File: src/rtl/tri_setup_if.sv
// Staging-register and rasterizer link for tri_setup.
// master = setup stage, slave = staging register / rasterizer side.
interface tri_setup_if #(
  parameter int COORD_W = 16
);
  logic                         i_ready;
  logic [95:0]                  i_vertex_in0;
  logic [95:0]                  i_vertex_in1;
  logic [95:0]                  i_vertex_in2;
  logic [95:0]                  i_color_in0;
  logic [95:0]                  i_color_in1;
  logic [95:0]                  i_color_in2;
  logic                         o_dequeue;
  logic                         o_tri_valid;
  logic                         i_tri_ready;
  logic [3*(COORD_W+1)-1:0]     o_edge_a;
  logic [3*(COORD_W+1)-1:0]     o_edge_b;
  logic [3*(2*COORD_W+2)-1:0]   o_edge_c;
  logic [2*COORD_W+3:0]         o_area2;
  logic [COORD_W-1:0]           o_bbox_xmin;
  logic [COORD_W-1:0]           o_bbox_xmax;
  logic [COORD_W-1:0]           o_bbox_ymin;
  logic [COORD_W-1:0]           o_bbox_ymax;
  logic [95:0]                  o_z_out;
  logic [287:0]                 o_color_out;
  logic                         o_tri_dropped;

  modport master (
    input  i_ready, i_vertex_in0, i_vertex_in1, i_vertex_in2,
           i_color_in0, i_color_in1, i_color_in2, i_tri_ready,
    output o_dequeue, o_tri_valid, o_edge_a, o_edge_b, o_edge_c, o_area2,
           o_bbox_xmin, o_bbox_xmax, o_bbox_ymin, o_bbox_ymax,
           o_z_out, o_color_out, o_tri_dropped
  );

  modport slave (
    output i_ready, i_vertex_in0, i_vertex_in1, i_vertex_in2,
           i_color_in0, i_color_in1, i_color_in2, i_tri_ready,
    input  o_dequeue, o_tri_valid, o_edge_a, o_edge_b, o_edge_c, o_area2,
           o_bbox_xmin, o_bbox_xmax, o_bbox_ymin, o_bbox_ymax,
           o_z_out, o_color_out, o_tri_dropped
  );
endinterface

File: src/rtl/tri_setup.sv
// Triangle setup: edge coefficients, double area and clamped bbox from a staged triangle.
// Define CULL_BACKFACE_EN to drop clockwise triangles instead of normalising them.
module tri_setup #(
  parameter int COORD_W  = 16,
  parameter int SCREEN_W = 640,
  parameter int SCREEN_H = 480
) (
  input  logic       clk,
  input  logic       rst,
  tri_setup_if.master bus
);
  localparam int AW  = COORD_W + 1;
  localparam int PW  = 2 * COORD_W;
  localparam int CWD = 2 * COORD_W + 2;
  localparam int SWD = 2 * COORD_W + 4;
  localparam logic signed [COORD_W-1:0] X_LIM = COORD_W'(SCREEN_W);
  localparam logic signed [COORD_W-1:0] Y_LIM = COORD_W'(SCREEN_H);
  localparam logic signed [COORD_W-1:0] X_HI  = COORD_W'(SCREEN_W - 1);
  localparam logic signed [COORD_W-1:0] Y_HI  = COORD_W'(SCREEN_H - 1);

  // state  | meaning
  // IDLE   | wait for staged triangle    LATCH | capture vertices, A/B
  // MUL0-5 | one shared product each     SUM   | C, area2, bbox, drop/winding
  // EMIT   | hold result until accepted  DEQ   | dequeue pulse, then IDLE
  typedef enum logic [3:0] {
    S_IDLE, S_LATCH, S_MUL0, S_MUL1, S_MUL2, S_MUL3, S_MUL4, S_MUL5,
    S_SUM, S_EMIT, S_DEQ
  } state_t;

  state_t                    r_state;
  logic signed [COORD_W-1:0] r_x [3];
  logic signed [COORD_W-1:0] r_y [3];
  logic signed [AW-1:0]      r_a [3];
  logic signed [AW-1:0]      r_b [3];
  logic signed [PW-1:0]      r_prod [6];
  logic [95:0]               r_z;
  logic [287:0]              r_col;
  logic                      r_dequeue, r_tri_valid, r_tri_dropped;
  logic [3*AW-1:0]           r_edge_a, r_edge_b;
  logic [3*CWD-1:0]          r_edge_c;
  logic signed [SWD-1:0]     r_area2;
  logic [COORD_W-1:0]        r_xmin, r_xmax, r_ymin, r_ymax;
  logic [95:0]               r_z_out;
  logic [287:0]              r_color_out;

  logic signed [COORD_W-1:0] w_xin [3];
  logic signed [COORD_W-1:0] w_yin [3];
  logic signed [AW-1:0]      w_ain [3];
  logic signed [AW-1:0]      w_bin [3];
  logic signed [COORD_W-1:0] w_mul_a, w_mul_b;
  logic signed [PW-1:0]      w_prod;
  logic signed [CWD-1:0]     w_c [3];
  logic signed [SWD-1:0]     w_area;
  logic signed [COORD_W-1:0] w_xmin, w_xmax, w_ymin, w_ymax;
  logic                      w_neg, w_cull, w_drop;

  function automatic logic signed [COORD_W-1:0] min3(
    input logic signed [COORD_W-1:0] a, b, c);
    logic signed [COORD_W-1:0] m;
    m = (a < b) ? a : b;
    return (c < m) ? c : m;
  endfunction

  function automatic logic signed [COORD_W-1:0] max3(
    input logic signed [COORD_W-1:0] a, b, c);
    logic signed [COORD_W-1:0] m;
    m = (a > b) ? a : b;
    return (c > m) ? c : m;
  endfunction

  function automatic logic [COORD_W-1:0] clamp(
    input logic signed [COORD_W-1:0] v, hi);
    if (v[COORD_W-1]) return '0;
    return (v > hi) ? hi : v;
  endfunction

  assign w_xin[0] = bus.i_vertex_in0[64 +: COORD_W];
  assign w_xin[1] = bus.i_vertex_in1[64 +: COORD_W];
  assign w_xin[2] = bus.i_vertex_in2[64 +: COORD_W];
  assign w_yin[0] = bus.i_vertex_in0[32 +: COORD_W];
  assign w_yin[1] = bus.i_vertex_in1[32 +: COORD_W];
  assign w_yin[2] = bus.i_vertex_in2[32 +: COORD_W];

  always_comb begin
    for (int i = 0; i < 3; i++) begin
      w_ain[i] = AW'(w_yin[i]) - AW'(w_yin[(i + 1) % 3]);
      w_bin[i] = AW'(w_xin[(i + 1) % 3]) - AW'(w_xin[i]);
    end
  end

  // Operand order fixes which product lands in which r_prod slot.
  always_comb begin
    w_mul_a = r_x[0];
    w_mul_b = r_y[1];
    case (r_state)
      S_MUL1:  begin w_mul_a = r_x[1]; w_mul_b = r_y[0]; end
      S_MUL2:  begin w_mul_a = r_x[1]; w_mul_b = r_y[2]; end
      S_MUL3:  begin w_mul_a = r_x[2]; w_mul_b = r_y[1]; end
      S_MUL4:  begin w_mul_a = r_x[2]; w_mul_b = r_y[0]; end
      S_MUL5:  begin w_mul_a = r_x[0]; w_mul_b = r_y[2]; end
      default: ;
    endcase
  end

  assign w_prod = w_mul_a * w_mul_b;

  always_comb begin
    w_c[0] = CWD'(r_prod[0]) - CWD'(r_prod[1]);
    w_c[1] = CWD'(r_prod[2]) - CWD'(r_prod[3]);
    w_c[2] = CWD'(r_prod[4]) - CWD'(r_prod[5]);
    w_area = SWD'(w_c[0]) + SWD'(w_c[1]) + SWD'(w_c[2]);
  end

  assign w_xmin = min3(r_x[0], r_x[1], r_x[2]);
  assign w_xmax = max3(r_x[0], r_x[1], r_x[2]);
  assign w_ymin = min3(r_y[0], r_y[1], r_y[2]);
  assign w_ymax = max3(r_y[0], r_y[1], r_y[2]);
  assign w_neg  = w_area[SWD-1];

`ifdef CULL_BACKFACE_EN
  assign w_cull = w_neg;
`else
  assign w_cull = 1'b0;
`endif

  assign w_drop = (w_area == '0) || w_cull || w_xmax[COORD_W-1] || w_ymax[COORD_W-1] ||
                  (w_xmin >= X_LIM) || (w_ymin >= Y_LIM);

  always_ff @(posedge clk or posedge rst) begin
    if (rst) begin
      r_state       <= S_IDLE;
      for (int i = 0; i < 3; i++) begin
        r_x[i] <= '0;
        r_y[i] <= '0;
        r_a[i] <= '0;
        r_b[i] <= '0;
      end
      for (int i = 0; i < 6; i++) r_prod[i] <= '0;
      r_z           <= '0;
      r_col         <= '0;
      r_dequeue     <= 1'b0;
      r_tri_valid   <= 1'b0;
      r_tri_dropped <= 1'b0;
      r_edge_a      <= '0;
      r_edge_b      <= '0;
      r_edge_c      <= '0;
      r_area2       <= '0;
      r_xmin        <= '0;
      r_xmax        <= '0;
      r_ymin        <= '0;
      r_ymax        <= '0;
      r_z_out       <= '0;
      r_color_out   <= '0;
    end else begin
      case (r_state)
        S_IDLE: if (bus.i_ready) r_state <= S_LATCH;
        S_LATCH: begin
          for (int i = 0; i < 3; i++) begin
            r_x[i] <= w_xin[i];
            r_y[i] <= w_yin[i];
            r_a[i] <= w_ain[i];
            r_b[i] <= w_bin[i];
          end
          r_z   <= {bus.i_vertex_in2[31:0], bus.i_vertex_in1[31:0], bus.i_vertex_in0[31:0]};
          r_col <= {bus.i_color_in2, bus.i_color_in1, bus.i_color_in0};
          r_state <= S_MUL0;
        end
        S_MUL0: begin r_prod[0] <= w_prod; r_state <= S_MUL1; end
        S_MUL1: begin r_prod[1] <= w_prod; r_state <= S_MUL2; end
        S_MUL2: begin r_prod[2] <= w_prod; r_state <= S_MUL3; end
        S_MUL3: begin r_prod[3] <= w_prod; r_state <= S_MUL4; end
        S_MUL4: begin r_prod[4] <= w_prod; r_state <= S_MUL5; end
        S_MUL5: begin r_prod[5] <= w_prod; r_state <= S_SUM;  end
        S_SUM: begin
          if (w_drop) begin
            r_tri_dropped <= 1'b1;
            r_dequeue     <= 1'b1;
            r_state       <= S_DEQ;
          end else begin
            // Clockwise triangles are flipped so area2 is always positive downstream.
            for (int i = 0; i < 3; i++) begin
              r_edge_a[i*AW +: AW]   <= w_neg ? -r_a[i] : r_a[i];
              r_edge_b[i*AW +: AW]   <= w_neg ? -r_b[i] : r_b[i];
              r_edge_c[i*CWD +: CWD] <= w_neg ? -w_c[i] : w_c[i];
            end
            r_area2     <= w_neg ? -w_area : w_area;
            r_xmin      <= clamp(w_xmin, X_HI);
            r_xmax      <= clamp(w_xmax, X_HI);
            r_ymin      <= clamp(w_ymin, Y_HI);
            r_ymax      <= clamp(w_ymax, Y_HI);
            r_z_out     <= r_z;
            r_color_out <= r_col;
            r_tri_valid <= 1'b1;
            r_state     <= S_EMIT;
          end
        end
        S_EMIT: if (bus.i_tri_ready) begin
          r_tri_valid <= 1'b0;
          r_dequeue   <= 1'b1;
          r_state     <= S_DEQ;
        end
        S_DEQ: begin
          r_dequeue     <= 1'b0;
          r_tri_dropped <= 1'b0;
          r_state       <= S_IDLE;
        end
        default: r_state <= S_IDLE;
      endcase
    end
  end

  assign bus.o_dequeue     = r_dequeue;
  assign bus.o_tri_valid   = r_tri_valid;
  assign bus.o_tri_dropped = r_tri_dropped;
  assign bus.o_edge_a      = r_edge_a;
  assign bus.o_edge_b      = r_edge_b;
  assign bus.o_edge_c      = r_edge_c;
  assign bus.o_area2       = r_area2;
  assign bus.o_bbox_xmin   = r_xmin;
  assign bus.o_bbox_xmax   = r_xmax;
  assign bus.o_bbox_ymin   = r_ymin;
  assign bus.o_bbox_ymax   = r_ymax;
  assign bus.o_z_out       = r_z_out;
  assign bus.o_color_out   = r_color_out;
endmodule

File: src/flat_wrapper.sv
// flat-port wrapper written by rule: the top's interface ports become plain ports
module tri_setup_flat 
#(
  parameter int COORD_W  = 16,
  parameter int SCREEN_W = 640,
  parameter int SCREEN_H = 480
)
  (clk, rst, bus_i_ready, bus_i_vertex_in0, bus_i_vertex_in1, bus_i_vertex_in2, bus_i_color_in0, bus_i_color_in1, bus_i_color_in2, bus_i_tri_ready, bus_o_dequeue, bus_o_tri_valid, bus_o_edge_a, bus_o_edge_b, bus_o_edge_c, bus_o_area2, bus_o_bbox_xmin, bus_o_bbox_xmax, bus_o_bbox_ymin, bus_o_bbox_ymax, bus_o_z_out, bus_o_color_out, bus_o_tri_dropped);
  tri_setup_if #(.COORD_W(COORD_W)) bus_i ();
  input  logic clk;
  input  logic rst;
  input wire logic [$bits(bus_i.i_ready)-1:0] bus_i_ready;
  input wire logic [$bits(bus_i.i_vertex_in0)-1:0] bus_i_vertex_in0;
  input wire logic [$bits(bus_i.i_vertex_in1)-1:0] bus_i_vertex_in1;
  input wire logic [$bits(bus_i.i_vertex_in2)-1:0] bus_i_vertex_in2;
  input wire logic [$bits(bus_i.i_color_in0)-1:0] bus_i_color_in0;
  input wire logic [$bits(bus_i.i_color_in1)-1:0] bus_i_color_in1;
  input wire logic [$bits(bus_i.i_color_in2)-1:0] bus_i_color_in2;
  input wire logic [$bits(bus_i.i_tri_ready)-1:0] bus_i_tri_ready;
  output wire logic [$bits(bus_i.o_dequeue)-1:0] bus_o_dequeue;
  output wire logic [$bits(bus_i.o_tri_valid)-1:0] bus_o_tri_valid;
  output wire logic [$bits(bus_i.o_edge_a)-1:0] bus_o_edge_a;
  output wire logic [$bits(bus_i.o_edge_b)-1:0] bus_o_edge_b;
  output wire logic [$bits(bus_i.o_edge_c)-1:0] bus_o_edge_c;
  output wire logic [$bits(bus_i.o_area2)-1:0] bus_o_area2;
  output wire logic [$bits(bus_i.o_bbox_xmin)-1:0] bus_o_bbox_xmin;
  output wire logic [$bits(bus_i.o_bbox_xmax)-1:0] bus_o_bbox_xmax;
  output wire logic [$bits(bus_i.o_bbox_ymin)-1:0] bus_o_bbox_ymin;
  output wire logic [$bits(bus_i.o_bbox_ymax)-1:0] bus_o_bbox_ymax;
  output wire logic [$bits(bus_i.o_z_out)-1:0] bus_o_z_out;
  output wire logic [$bits(bus_i.o_color_out)-1:0] bus_o_color_out;
  output wire logic [$bits(bus_i.o_tri_dropped)-1:0] bus_o_tri_dropped;
  assign bus_i.i_ready = bus_i_ready;
  assign bus_i.i_vertex_in0 = bus_i_vertex_in0;
  assign bus_i.i_vertex_in1 = bus_i_vertex_in1;
  assign bus_i.i_vertex_in2 = bus_i_vertex_in2;
  assign bus_i.i_color_in0 = bus_i_color_in0;
  assign bus_i.i_color_in1 = bus_i_color_in1;
  assign bus_i.i_color_in2 = bus_i_color_in2;
  assign bus_i.i_tri_ready = bus_i_tri_ready;
  assign bus_o_dequeue = bus_i.o_dequeue;
  assign bus_o_tri_valid = bus_i.o_tri_valid;
  assign bus_o_edge_a = bus_i.o_edge_a;
  assign bus_o_edge_b = bus_i.o_edge_b;
  assign bus_o_edge_c = bus_i.o_edge_c;
  assign bus_o_area2 = bus_i.o_area2;
  assign bus_o_bbox_xmin = bus_i.o_bbox_xmin;
  assign bus_o_bbox_xmax = bus_i.o_bbox_xmax;
  assign bus_o_bbox_ymin = bus_i.o_bbox_ymin;
  assign bus_o_bbox_ymax = bus_i.o_bbox_ymax;
  assign bus_o_z_out = bus_i.o_z_out;
  assign bus_o_color_out = bus_i.o_color_out;
  assign bus_o_tri_dropped = bus_i.o_tri_dropped;
  tri_setup #(.COORD_W(COORD_W), .SCREEN_W(SCREEN_W), .SCREEN_H(SCREEN_H)) u_core (.clk(clk), .rst(rst), .bus(bus_i));
endmodule
File: config.mk
export PLATFORM = sky130hd
export DESIGN_NAME = tri_setup_flat
export DESIGN_NICKNAME = d
export VERILOG_FILES = /design/src/rtl/tri_setup_if.sv /design/src/rtl/tri_setup.sv /design/src/flat_wrapper.sv
export SDC_FILE = /design/constraint.sdc
export NUM_CORES = 2
export LEC_CHECK = 0
export BUFFER_PORTS_ARGS = -buffer_cell sky130_fd_sc_hd__buf_2
export CORE_AREA = 8 8 492 494
export DETAILED_ROUTE_END_ITERATION = 8
export DIE_AREA = 0 0 500 502
export SLEW_MARGIN = 20
export SYNTH_ARGS = -nofsm -noshare
export SYNTH_HDL_FRONTEND = slang
export SYNTH_SLANG_ARGS = --single-unit
File: constraint.sdc
create_clock -name clk -period 81.5 [get_ports clk]
set_clock_uncertainty 0.05 [all_clocks]
set_input_delay 12.225 -clock clk [delete_from_list [all_inputs] [get_ports clk]]
set_output_delay 12.225 -clock clk [all_outputs]
set_load 0.005 [all_outputs]
==> flow_metrics.tcl <==
set metrics [dict create \
    place_hpwl_um 233500 \
    fmax_mhz 60.57 \
    ys_types 99 \
    hold_viol_final 0 \
    crit_required_ns 82.35 \
    fin_tns_setup_ns 0 \
    path_cells "buf_2 -> inv_8 -> buf_4 -> buf_4 -> buf_4 -> buf_4 -> buf_4 -> buf_4" \
    layout.nets 12140 \
    synth-main-ff-cell "dfrtp_1" \
    dieArea_um2 251000 \
    max_slew_margin 0.2415 \
    cpMostUsedCell "buf_4" \
    syn2layout_area_growth_pct 17.46 \
    slew_violations 0 \
    via_per_inst 5.117 \
    worst_pin_slew_ns 1.106 \
    rr_startpoint "u_core.r_prod[65]" \
    holdBufCountCts 0 \
    ant_nets 0 \
    critPathMaxFanout 102 \
    track_usage 0.2292 \
    clkSinkCount 1465 \
    initial_core_util 0.3617 \
    hold_path_class "reg2reg" \
    synth.avg_cell_area_um2 8.621 \
    run_status "completed" \
    netlist_instances 9821 \
    core-area_um2 234100 \
    io_buffers 1170 \
    routed_wl_um 299600 \
    max_stage_delay_ns 0.86 \
    maxCapViolations 0 \
    vias 72470 \
    place_congestion 0.9371 \
    min_to "u_core.bus.o_z_out[84]" \
    post-route-period-util 0.2026 \
    ys_seq_elements 1465 \
    grt_overflow_total 0 \
    cts_setup_buffers 0 \
    fp.dieH_um 502 \
    ys_seq_area_frac 0.4330 \
    ctsRootBufferMaster "clkbuf_16" \
    start_kind "input port" \
    fin_crit_ns 16.51 \
    antenna_found_initial 97 \
    holdPathStages 2 \
    reg2reg_to "u_core.bus.o_color_out[178]" \
    drtIter0Drc 6112 \
    ctsResizeCount 0 \
    hold_start "u_core.r_z[84]" \
    path_buf_inv 8 \
    worstRegToRegCells 30 \
    crit_type "in2async" \
    cts_made_buffers 165 \
    setup_violations 0 \
    yosysWarnings 0 \
    clk_path_buf_depth 3 \
    ctsHtreeMaxLevel 4 \
    synthArstFlopShare 1.000 \
    cp_slowest_cell "buf_4" \
    rows 178 \
    drc 0 \
    grt_pass1_wl_um 449200 \
    arrival_ns 17.36 \
    rsz0062_at_grt "no" \
    post_drt_wl_per_cell_um 21.16 \
    fin_util 0.4249 \
    synth_edf_count 0 \
    clk_pin_slew_ns 0.06 \
    grt_pass1_vias 71470 \
    die_w_um 500 \
    cts_tree "yes" \
    netlist_area_um2 84670 \
    dr.pass1.iters 6 \
    layout-drive-gt1-share 0.1514 \
    ios 1271 \
    r2r_setup_slack_ns 69.59 \
    cp-end-kind "asynchronous set/reset pin" \
    grt_start_max_net_pins 214 \
    clock_latency_ns 0.86 \
    critPathTopFamily "buffers and inverters" \
]
[metal layers]
metal	share of wire	track usage
met2	0.44	0.3521
met3	0.076	0.05586
met5	0.0017	0
met4	0.036	0.07985
met1	0.44	0.3168
[layout by cell type, fill, tap and decap left out, types with 23 or more instances in the layout]
cell	n
buf_2	1172
xor2_1	209
a21oi_1	316
clkbuf_8	37
and2_1	49
nor2b_1	43
xnor2_1	162
o21bai_1	23
o31ai_1	60
nand3_1	76
o21ai_0	747
clkbuf_16	165
nor3_1	105
and3_1	43
clkbuf_1	36
o21a_1	41
or2_2	23
nand2_1	3387
buf_4	105
or3_1	57
a221o_1	25
nand2b_1	45
a21o_1	71
mux2_2	45
ha_1	411
diode_2	39
inv_1	728
a31oi_1	59
nand4_1	34
fa_1	305
a21boi_0	27
a211oi_1	32
dfrtp_1	1465
o211ai_1	25
nor2_1	410
mux2i_1	64
[sequential cells by signal (all words and copies together), names as in the netlist, 51 cells and up]
name	cells
u_core.r_col	288
u_core.bus.o_edge_b	51
u_core.r_z	96
u_core.r_b	51
u_core.r_prod	192
u_core.bus.o_edge_c	102
u_core.bus.o_color_out	288
u_core.r_a	51
u_core.bus.o_edge_a	51
u_core.bus.o_z_out	96
[worst max-delay path by stage]
stage / startpoint / end / slack [ns] / cells after the start
6_report: rst / u_core.bus.o_color_out[20] / 64.99 / 8
5_1_grt: rst / u_core.r_col[233] / 64.19 / 8
4_1_cts: rst / u_core.r_col[233] / 64.79 / 8
3_5_place_dp: rst / u_core.r_col[10] / 63.87 / 8
3_3_place_gp: rst / u_core.bus.o_color_out[22] / 64.02 / 8
2_1_floorplan: rst / u_core.bus.o_area2[0] / 27.90 / 1
[worst reg2reg max path: cells and delay by family (launching register included)]
| family | cells | cell delay [ns] |
|---|---|---|
| buf+inv | 8 | 4.36 |
| compound gates | 12 | 4.81 |
| flops | 1 | 0.38 |
| fa+ha+maj | 3 | 1.09 |
| simple gates | 7 | 1.13 |
[cells by family (layout without fill, tap and decap cells)]
kind of cell / Yosys count / count (layout) / synth area share
other: 1 / 43 / 0.00004429
buffers and inverters: 1164 / 2314 / 0.05660
AO/OA/AOI/OAI: 1620 / 1620 / 0.1151
adder cells (fa/ha/maj): 716 / 716 / 0.1328
flip-flops: 1465 / 1465 / 0.4330
multiplexers: 109 / 109 / 0.01355
AND/OR/NAND/NOR: 4375 / 4375 / 0.2105
XOR/XNOR: 371 / 371 / 0.03838
[cell usage after synthesis, types with 45 or more instances]
library cell,number,area (µm²)
xnor2_1,162,1419
o31ai_1,60,450.4
o21ai_0,749,3749
nand2_1,3390,12720
ha_1,411,5142
a21oi_1,317,1587
a21o_1,71,533.0
mux2i_1,64,640.6
clkbuf_1,277,1040
dfrtp_1,1465,36660
buf_2,91,455.4
or3_1,57,356.6
nand2b_1,46,287.8
xor2_1,209,1831
and2_1,50,312.8
mux2_2,45,506.7
fa_1,305,6106
a31oi_1,59,369.1
nor2_1,410,1539
inv_1,729,2736
nor3_1,105,525.5
nand3_1,78,390.4
[layout make-up]
type                    count  area [µm²]
well taps                3150        3941
clock inverters            64        1182
flip-flops and latches   1465       36660
repair buffers           1282        6728
inverters                 730        2748
diodes                     39       97.59
fillers                 23420      134600
multi-input cells        7195       43330
clock buffers             238        4773
[stage by stage]
stage               hold WS [ns]  instances  cell area (µm²)  setup slack [ns]
floorplan                 0.3886       9824            84680             27.90
detailed placement        0.3989      13820            93390             63.87
CTS                       0.3596      14120            99340             64.79
finish                    0.3590      14160            99460             64.99
global placement          0.3954      13820            93360             64.02
global route              0.3879      14140            99410             64.19
Power is not shown: default switching activity piles up to over one toggle a cycle in this logic, so the estimate is an artifact.
